===== config.mk =====
export PLATFORM = sky130hd
export DESIGN_NAME = dmem_arbiter_flat
export DESIGN_NICKNAME = d
export VERILOG_FILES = /design/src/rtl/dmem_arbiter_if.sv /design/src/rtl/dmem_arbiter.sv /design/src/flat_wrapper.sv
export SDC_FILE = /design/constraint.sdc
export NUM_CORES = 1
export LEC_CHECK = 0
export BUFFER_PORTS_ARGS = -buffer_cell sky130_fd_sc_hd__clkbuf_2
export CAP_MARGIN = 20
export CELL_PAD_IN_SITES_DETAIL_PLACEMENT = 1
export CELL_PAD_IN_SITES_GLOBAL_PLACEMENT = 1
export CORE_ASPECT_RATIO = 2
export CORE_MARGIN = 5
export CORE_UTILIZATION = 30
export DETAILED_ROUTE_END_ITERATION = 8
export PLACE_DENSITY = 0.82
export SETUP_SLACK_MARGIN = 0.5
export SKIP_LAST_GASP = 1
export SLEW_MARGIN = 20
export SYNTH_ARGS = -nofsm -noshare
export SYNTH_HDL_FRONTEND = slang
export SYNTH_SLANG_ARGS = --single-unit

===== constraint.sdc =====
create_clock -name clk -period 5.44 [get_ports clk]
set_input_delay 0.272 -clock clk [delete_from_list [all_inputs] [get_ports clk]]
set_output_delay 0.272 -clock clk [all_outputs]
set_load 0.03 [all_outputs]

===== src/rtl/dmem_arbiter_if.sv =====
// ============================================================================
// dmem_arbiter_if: both requester ports plus the single data-memory port.
// Rev 1.0
// ============================================================================
`default_nettype none

interface dmem_arbiter_if #(
    parameter int AW = 32
);
    logic          req0;
    logic          we0;
    logic [AW-1:0] addr0;
    logic [31:0]   wdata0;
    logic          ack0;
    logic          err0;
    logic [31:0]   rdata0;

    logic          req1;
    logic          we1;
    logic [AW-1:0] addr1;
    logic [31:0]   wdata1;
    logic          ack1;
    logic          err1;
    logic [31:0]   rdata1;

    logic [AW-1:0] mem_address;
    logic [31:0]   mem_data;
    logic          mem_memread;
    logic          mem_memwrite;
    logic [31:0]   mem_out;

    // Arbiter side: requests come in, acks and memory strobes go out.
    modport slave (
        input  req0, we0, addr0, wdata0,
        input  req1, we1, addr1, wdata1,
        input  mem_out,
        output ack0, err0, rdata0,
        output ack1, err1, rdata1,
        output mem_address, mem_data, mem_memread, mem_memwrite
    );

    modport master (
        output req0, we0, addr0, wdata0,
        output req1, we1, addr1, wdata1,
        output mem_out,
        input  ack0, err0, rdata0,
        input  ack1, err1, rdata1,
        input  mem_address, mem_data, mem_memread, mem_memwrite
    );
endinterface

`default_nettype wire


===== src/rtl/dmem_arbiter.sv =====
// ============================================================================
// dmem_arbiter: round-robin two-port arbiter/sequencer for word data memory.
// Rev 1.0
// ============================================================================
`default_nettype none

module dmem_arbiter #(
    parameter int SIZE = 64,
    parameter int AW   = 32
) (
    input  wire logic     clk,
    input  wire logic     reset,
    dmem_arbiter_if.slave bus
);
    localparam logic [AW-1:0] c_SIZE = AW'(SIZE);

    typedef enum logic [1:0] {
        S_IDLE   = 2'd0,
        S_ACCESS = 2'd1,
        S_RESP   = 2'd2
    } state_t;

    state_t        r_state;
    state_t        w_next;

    logic          r_last;
    logic          r_sel;
    logic          r_we;
    logic          r_bad;
    logic [AW-1:0] r_addr;
    logic [31:0]   r_wdata;
    logic [31:0]   r_rdata0;
    logic [31:0]   r_rdata1;

    logic          w_grant;
    logic          w_sel;
    logic          w_sel_we;
    logic [AW-1:0] w_sel_addr;
    logic [31:0]   w_sel_wdata;
    logic          w_bad;
    logic [31:0]   w_rd;

    logic          w_ack0;
    logic          w_ack1;
    logic [AW-1:0] w_mem_address;
    logic [31:0]   w_mem_data;
    logic          w_mem_memread;
    logic          w_mem_memwrite;

    // On a tie the port that did not win last time is chosen.
    assign w_sel       = (bus.req0 && bus.req1) ? ~r_last : bus.req1;
    assign w_sel_we    = w_sel ? bus.we1    : bus.we0;
    assign w_sel_addr  = w_sel ? bus.addr1  : bus.addr0;
    assign w_sel_wdata = w_sel ? bus.wdata1 : bus.wdata0;
    assign w_bad       = (w_sel_addr[1:0] != 2'b00) || ((w_sel_addr >> 2) >= c_SIZE);
    assign w_rd        = (!r_we && !r_bad) ? bus.mem_out : 32'd0;

    always_ff @(posedge clk or posedge reset) begin
        if (reset) begin
            r_state <= S_IDLE;
        end else begin
            r_state <= w_next;
        end
    end

    always_comb begin
        w_next         = r_state;
        w_grant        = 1'b0;
        w_ack0         = 1'b0;
        w_ack1         = 1'b0;
        w_mem_address  = '0;
        w_mem_data     = 32'd0;
        w_mem_memread  = 1'b0;
        w_mem_memwrite = 1'b0;
        case (r_state)
            S_IDLE: begin
                if (bus.req0 || bus.req1) begin
                    w_grant = 1'b1;
                    w_next  = S_ACCESS;
                end
            end
            S_ACCESS: begin
                w_mem_address  = r_addr;
                w_mem_data     = r_wdata;
                w_mem_memread  = !r_we && !r_bad;
                w_mem_memwrite = r_we && !r_bad;
                w_next         = S_RESP;
            end
            S_RESP: begin
                w_ack0 = !r_sel;
                w_ack1 = r_sel;
                w_next = S_IDLE;
            end
            default: w_next = S_IDLE;
        endcase
    end

    always_ff @(posedge clk or posedge reset) begin
        if (reset) begin
            r_last   <= 1'b1;
            r_sel    <= 1'b0;
            r_we     <= 1'b0;
            r_bad    <= 1'b0;
            r_addr   <= '0;
            r_wdata  <= 32'd0;
            r_rdata0 <= 32'd0;
            r_rdata1 <= 32'd0;
        end else begin
            if (w_grant) begin
                r_sel   <= w_sel;
                r_we    <= w_sel_we;
                r_addr  <= w_sel_addr;
                r_wdata <= w_sel_wdata;
                r_bad   <= w_bad;
            end
            // Read data lands in the selected port's register so it is
            // already valid in the ack cycle and holds until that port's next ack.
            if (r_state == S_ACCESS) begin
                if (r_sel) begin
                    r_rdata1 <= w_rd;
                end else begin
                    r_rdata0 <= w_rd;
                end
            end
            if (r_state == S_RESP) begin
                r_last <= r_sel;
            end
        end
    end

    assign bus.ack0         = w_ack0;
    assign bus.ack1         = w_ack1;
    assign bus.err0         = w_ack0 && r_bad;
    assign bus.err1         = w_ack1 && r_bad;
    assign bus.rdata0       = r_rdata0;
    assign bus.rdata1       = r_rdata1;
    assign bus.mem_address  = w_mem_address;
    assign bus.mem_data     = w_mem_data;
    assign bus.mem_memread  = w_mem_memread;
    assign bus.mem_memwrite = w_mem_memwrite;
endmodule

`default_nettype wire


===== src/flat_wrapper.sv =====
// flat-port wrapper written by rule: the top's interface ports become plain ports
module dmem_arbiter_flat 
#(
    parameter int SIZE = 64,
    parameter int AW   = 32
)
  (clk, reset, bus_req0, bus_we0, bus_addr0, bus_wdata0, bus_req1, bus_we1, bus_addr1, bus_wdata1, bus_mem_out, bus_ack0, bus_err0, bus_rdata0, bus_ack1, bus_err1, bus_rdata1, bus_mem_address, bus_mem_data, bus_mem_memread, bus_mem_memwrite);
  dmem_arbiter_if #(.AW(AW)) bus_i ();
  input  wire logic clk;
  input  wire logic reset;
  input wire logic [$bits(bus_i.req0)-1:0] bus_req0;
  input wire logic [$bits(bus_i.we0)-1:0] bus_we0;
  input wire logic [$bits(bus_i.addr0)-1:0] bus_addr0;
  input wire logic [$bits(bus_i.wdata0)-1:0] bus_wdata0;
  input wire logic [$bits(bus_i.req1)-1:0] bus_req1;
  input wire logic [$bits(bus_i.we1)-1:0] bus_we1;
  input wire logic [$bits(bus_i.addr1)-1:0] bus_addr1;
  input wire logic [$bits(bus_i.wdata1)-1:0] bus_wdata1;
  input wire logic [$bits(bus_i.mem_out)-1:0] bus_mem_out;
  output wire logic [$bits(bus_i.ack0)-1:0] bus_ack0;
  output wire logic [$bits(bus_i.err0)-1:0] bus_err0;
  output wire logic [$bits(bus_i.rdata0)-1:0] bus_rdata0;
  output wire logic [$bits(bus_i.ack1)-1:0] bus_ack1;
  output wire logic [$bits(bus_i.err1)-1:0] bus_err1;
  output wire logic [$bits(bus_i.rdata1)-1:0] bus_rdata1;
  output wire logic [$bits(bus_i.mem_address)-1:0] bus_mem_address;
  output wire logic [$bits(bus_i.mem_data)-1:0] bus_mem_data;
  output wire logic [$bits(bus_i.mem_memread)-1:0] bus_mem_memread;
  output wire logic [$bits(bus_i.mem_memwrite)-1:0] bus_mem_memwrite;
  assign bus_i.req0 = bus_req0;
  assign bus_i.we0 = bus_we0;
  assign bus_i.addr0 = bus_addr0;
  assign bus_i.wdata0 = bus_wdata0;
  assign bus_i.req1 = bus_req1;
  assign bus_i.we1 = bus_we1;
  assign bus_i.addr1 = bus_addr1;
  assign bus_i.wdata1 = bus_wdata1;
  assign bus_i.mem_out = bus_mem_out;
  assign bus_ack0 = bus_i.ack0;
  assign bus_err0 = bus_i.err0;
  assign bus_rdata0 = bus_i.rdata0;
  assign bus_ack1 = bus_i.ack1;
  assign bus_err1 = bus_i.err1;
  assign bus_rdata1 = bus_i.rdata1;
  assign bus_mem_address = bus_i.mem_address;
  assign bus_mem_data = bus_i.mem_data;
  assign bus_mem_memread = bus_i.mem_memread;
  assign bus_mem_memwrite = bus_i.mem_memwrite;
  dmem_arbiter #(.SIZE(SIZE), .AW(AW)) u_core (.clk(clk), .reset(reset), .bus(bus_i));
endmodule

; ---- Word-level counts from Yosys, hierarchy flattened
; Cells that the tools add are included.
[word_totals]
ff_bits = 134
out_inout_bits = 134
wordCells = 44
[classes]
order_cmp = 1
n_eq_ne = 3
muxes = 15
bitwise = 2
reduce_logical = 14
[op_table]
columns = cell, count
row1 = $mux W32, 5
row2 = $ge A30 B7 Y1 const B, 1
row3 = $mux W1, 8
row4 = $logic_and A1 B1 Y1, 5
row5 = $pmux W2 S2, 1
row6 = $reduce_and A2 Y1, 2
row7 = $logic_not A1 Y1, 3
row8 = $eq A2 B1 Y1 const B, 1
row9 = $eq A2 B2 Y1 const B, 1
row10 = $logic_not A2 Y1, 1
row11 = $logic_or A1 B1 Y1, 2
row12 = $mux W2, 1
row13 = $ne A2 B1 Y1 const B, 1
row14 = $not A1 Y1, 2
row15 = $reduce_bool A2 Y1, 1

; ---- Longest topological paths before layout
[logic_depth]
word_depth = 5
mapped_depth = 6

; ---- Worst setup path before layout
; OpenSTA, ideal clock, no wires.
[synth_path]
path_type = reg2out
from = register u_core.r_state[0]
to = output port bus_err1
t_arrival_ns = 1.377
required_ns = 5.168
slack_ns = 3.791
stages_incl_launch_ff = 4
n_path_buf = 0
path_cell_list = dfrtp_1 > nand2b_1 > nor2_1 > and2_1
[synth_via]
elab_chain_len = 3
[synth_rtl]
columns = item, line
row1 = from (decl), dmem_arbiter.sv:23  ; state_t r_state;
row2 = from (signal assigned), dmem_arbiter.sv:62  ; r_state <= w_next;
row3 = $eq A2 B2 Y1, dmem_arbiter.sv:75  ; case (r_state)
row4 = $mux W1, dmem_arbiter.sv:75
row5 = net bus_ack1, flat_wrapper.sv:23  ; output wire logic [$bits(bus_i.ack1)-1:0] bus_ack1;
row6 = $logic_and A1 B1 Y1, dmem_arbiter.sv:134  ; assign bus.err1 = w_ack1 && r_bad;
row7 = to (decl), flat_wrapper.sv:24  ; output wire logic [$bits(bus_i.err1)-1:0] bus_err1;
; The timed path passes the listed nets, and every way through them passes these cells.

; ---- Worst setup path after layout
[layout_path]
from = register u_core.r_state[1]
to = output port bus_mem_address[7]
[layout_via]
elab_chain_len = 2
[layout_rtl]
columns = item, line
row1 = $eq A2 B1 Y1, dmem_arbiter.sv:75
row2 = $mux W32, dmem_arbiter.sv:75
row3 = to (decl), flat_wrapper.sv:26  ; output wire logic [$bits(bus_i.mem_address)-1:0] bus_mem_address;
; Every way passes these cells.

==> out/qor.tcl <==
set qor(timing.final.hold_violations) 0
set qor(drcViolationCount) 0
set qor(fp.dieW_um) 111
set qor(numCtsBuffers) 17
set qor(fin_tns_setup_ps) 0
set qor(placedCellCount) 1165
set qor(fp-row-count) 74
set qor(vdd_ir_drop_max_uv) 230
set qor(post_route_cells_drive_above_1_share_pct) 37.0
set qor(timing_worst_setup_path_type) {register to output pin}
set qor(cp_cell_sequence) {nor2b_4 > buf_4 > and2_1 > clkbuf_2}
set qor(finalNetCount) 1085
set qor(clock_skew_ps) 6.65
set qor(tritoncts) {built}
set qor(grt_remaining_overflow) 0
set qor(worst-r2r-cell-count) 4
set qor(detail_route.iter0.violations) 216
set qor(floorplan.die.height_um) 213
set qor(crit_slowest_cell) {sky130_fd_sc_hd__buf_4}
set qor(r2r-start) {u_core.r_last}
set qor(remaining_max_slew_budget_at_the_tightest_pin_pct) 27.7
set qor(layout_commonest_cell) {sky130_fd_sc_hd__clkbuf_2}
set qor(endpoint) {bus_mem_address[7]}
set qor(maximum_number_of_pins_on_one_net_before_global_route_repair) 79
set qor(worst-r2r-setup-slack_ps) 3280
set qor(drv_cap) 0
set qor(groute.usage.overall_pct) 18.0
set qor(cts.clk_slew.worst_paths_ps) 60
set qor(post_cts.repair.setup_buffers) 0
set qor(synth.area.top_cells) {sky130_fd_sc_hd__dfrtp_1 (54%), sky130_fd_sc_hd__mux2i_1 (11%), sky130_fd_sc_hd__nand2_1 (9.9%)}
set qor(detail-route-antenna-nets) 0
set qor(synth.avg_cell_area_um2) 9.63
set qor(wl_mm) 21.2
set qor(clock-sinks) 134
set qor(number_of_antenna_violations_at_the_first_check_in_global_routing) 0
set qor(timing.critical_path.slowest_cell_delay_ps) 510
set qor(worstPathArrival_ps) 2060
set qor(maxClockFrequency_mhz) 428
set qor(path_delay_family) {buffers and inverters}
set qor(dieArea_um2) 23600
set qor(synth-seq-area-share_pct) 54.5
set qor(min_period_over_period_pct) 42.9
set qor(grt_pass1_vias) 6182
set qor(final_cell_count_no_fill) 1198
set qor(hold_depth) 3
set qor(clkLatencyLatePin_ps) 420
set qor(cp-startpoint) {u_core.r_state[1]}
set qor(most-common-layout-cells) {sky130_fd_sc_hd__clkbuf_2 (299), sky130_fd_sc_hd__nand2_1 (163), sky130_fd_sc_hd__dfrtp_1 (133)}
set qor(slew_violations) 0
set qor(synth_largest_type_area_fraction_pct) 54.1
set qor(routed_via_count_divided_by_cell_count) 4.67
set qor(library_cell_with_the_largest_summed_area_after_synthesis) {sky130_fd_sc_hd__dfrtp_1}
set qor(antennaDiodeCount) 0
set qor(tightestPinTransition_ps) 1080
set qor(finalSetupViolations) 0
set qor(critPathCaptureType) {output pin}
set qor(top_level_ports) 300
set qor(routed_wire_length_per_instance_um) 17.7
set qor(syn2layout_area_growth_pct) 37.3
set qor(htree_depth) 4
set qor(wire_length_of_the_first_global_routing_pass_mm) 33.1
set qor(portBuffers) 299
set qor(core_area_um2) 20400
set qor(post-route-util_pct) 41.5
set qor(critical_path_required_ps) 5170
set qor(synth_seq_cells) 134
set qor(timing.critical_path.from_type) {register}
set qor(setup_repair_after_global_routing_missed_its_margin) {no}
set qor(detailedPlacementHpwl_mm) 16.2
set qor(yosysWarnings) 0
set qor(synthesized_netlist_cell_count) 639
set qor(drt_pre_antenna_iters) 4
set qor(cellPowerDensity_nw_per_um2) 614
set qor(min_period_ps) 2340
set qor(synth_area_um2) 6150
set qor(detailed_route_via_count) 5595
set qor(finalWeightedCongestion) 0.843
set qor(p_leak_nw) 4.41
set qor(min_path_type) {input port to register}
set qor(path_buf_inv) 2
set qor(max-clock-path-buffers) 2
set qor(critical_path_peak_fanout) 65
set qor(synth_nets) 805
set qor(synth_cell_types) 25
set qor(initial_utilization_pct) 30.2
set qor(ctsRootBufferMaster) {sky130_fd_sc_hd__clkbuf_16}
set qor(run_status) {finished, final reports clean}
set qor(worstSetupPathDepth) 4
set qor(reg2reg_to) {u_core.r_addr[31]}
synth_stat cells:
cell and number:
sky130_fd_sc_hd__nand2_1 163, sky130_fd_sc_hd__dfrtp_1 133, sky130_fd_sc_hd__o21ai_0 112, sky130_fd_sc_hd__and2_1 67, sky130_fd_sc_hd__mux2i_1 65, sky130_fd_sc_hd__o21ai_1 20
sky130_fd_sc_hd__clkbuf_1 16, sky130_fd_sc_hd__buf_4 12, sky130_fd_sc_hd__nor4_1 12, sky130_fd_sc_hd__buf_2 11, sky130_fd_sc_hd__nor2_1 6, sky130_fd_sc_hd__clkbuf_2 3
sky130_fd_sc_hd__inv_1 3, sky130_fd_sc_hd__nand4_1 3, sky130_fd_sc_hd__buf_8 2, sky130_fd_sc_hd__nand2_2 2, sky130_fd_sc_hd__a21boi_2 1, sky130_fd_sc_hd__a21o_1 1
sky130_fd_sc_hd__and3b_1 1, sky130_fd_sc_hd__buf_6 1, sky130_fd_sc_hd__dfstp_2 1, sky130_fd_sc_hd__nand2b_1 1, sky130_fd_sc_hd__nand4b_1 1, sky130_fd_sc_hd__nor2b_1 1
sky130_fd_sc_hd__o22ai_1 1
layer usage:
layer	wire (µm)	up-vias	GRT usage [%]
met5	0	-	0
li1	-	2700	-
met2	11700	190	32.6
met1	7650	2652	19.5
met3	911	53	3.45
met4	940	0	10.2
worst min-delay path: cells and delay by family:
kind | cells | cell delay [ps]
simple gates | 1 | 60
compound gates | 1 | 70
buf+inv | 1 | 80
power by group:
group          total, mW  internal (mW)  leakage [nW]  switching (mW)
Clock               1.21          0.769         0.297           0.445
Combinational       2.29          0.645          2.39            1.65
Sequential          1.68           1.44          1.72           0.239
Total               5.19           2.86          4.41            2.33
final cells by class:
type | instances | area [µm²]
multi-input combinational | 457 | 2560
fill | 2439 | 11900
inverter | 3 | 16.3
clock buffer | 21 | 480
timing repair buffer | 306 | 1550
clock inverter | 11 | 148
sequential | 134 | 3350
tap | 266 | 333
registers in the layout, summed over array words and instances (netlist names):
register and count:
u_core.bus.rdata0 32, u_core.r_bad 1, u_core.r_wdata 32, u_core.bus.rdata1 32
u_core.r_addr 32, u_core.r_we 1, u_core.r_last 1, u_core.r_state 2
u_core.r_sel 1
cells by family (layout without fill, tap and decap cells):
group,count (synthesis),count (layout),synth area share [%]
and+or+nand+nor,257,257,19.3
AOI/OAI and AO/OA,135,135,11.1
DFF,134,134,54.5
muxes,65,65,10.6
buffers and inverters,48,341,4.43
per-stage QoR:
| step | hold slack [ps] | power, mW | setup WS, ps | area (µm²) |
|---|---|---|---|---|
| after CTS | 69.2 | 5.28 | 3050 | 8440 |
| after global routing | 93.3 | 5.57 | 2910 | 8450 |
| after detailed placement | 451 | 4.03 | 3250 | 7800 |
| final | 96.6 | 5.19 | 3100 | 8450 |
| after global placement | 441 | 3.96 | 3280 | 7800 |
| after floorplan | 425 | 3.29 | 1590 | 6150 |
worst min-delay path by stage:
stage / slack, ps / to / start
floorplan: 430 / u_core.bus.rdata0[10] / bus_mem_out[10]
global placement: 440 / u_core.r_addr[11] / reset
detailed placement: 450 / u_core.bus.rdata1[22] / reset
CTS: 70 / u_core.bus.rdata1[14] / bus_mem_out[14]
global route: 90 / u_core.bus.rdata1[13] / bus_mem_out[13]
finish: 100 / u_core.bus.rdata0[8] / bus_mem_out[8]
repair_timing:
item	in CTS	in global routing
hold endpoints to repair	27	0
resized for setup	0	0
hold buffers	1	0
(Power assumes the default switching activity.)
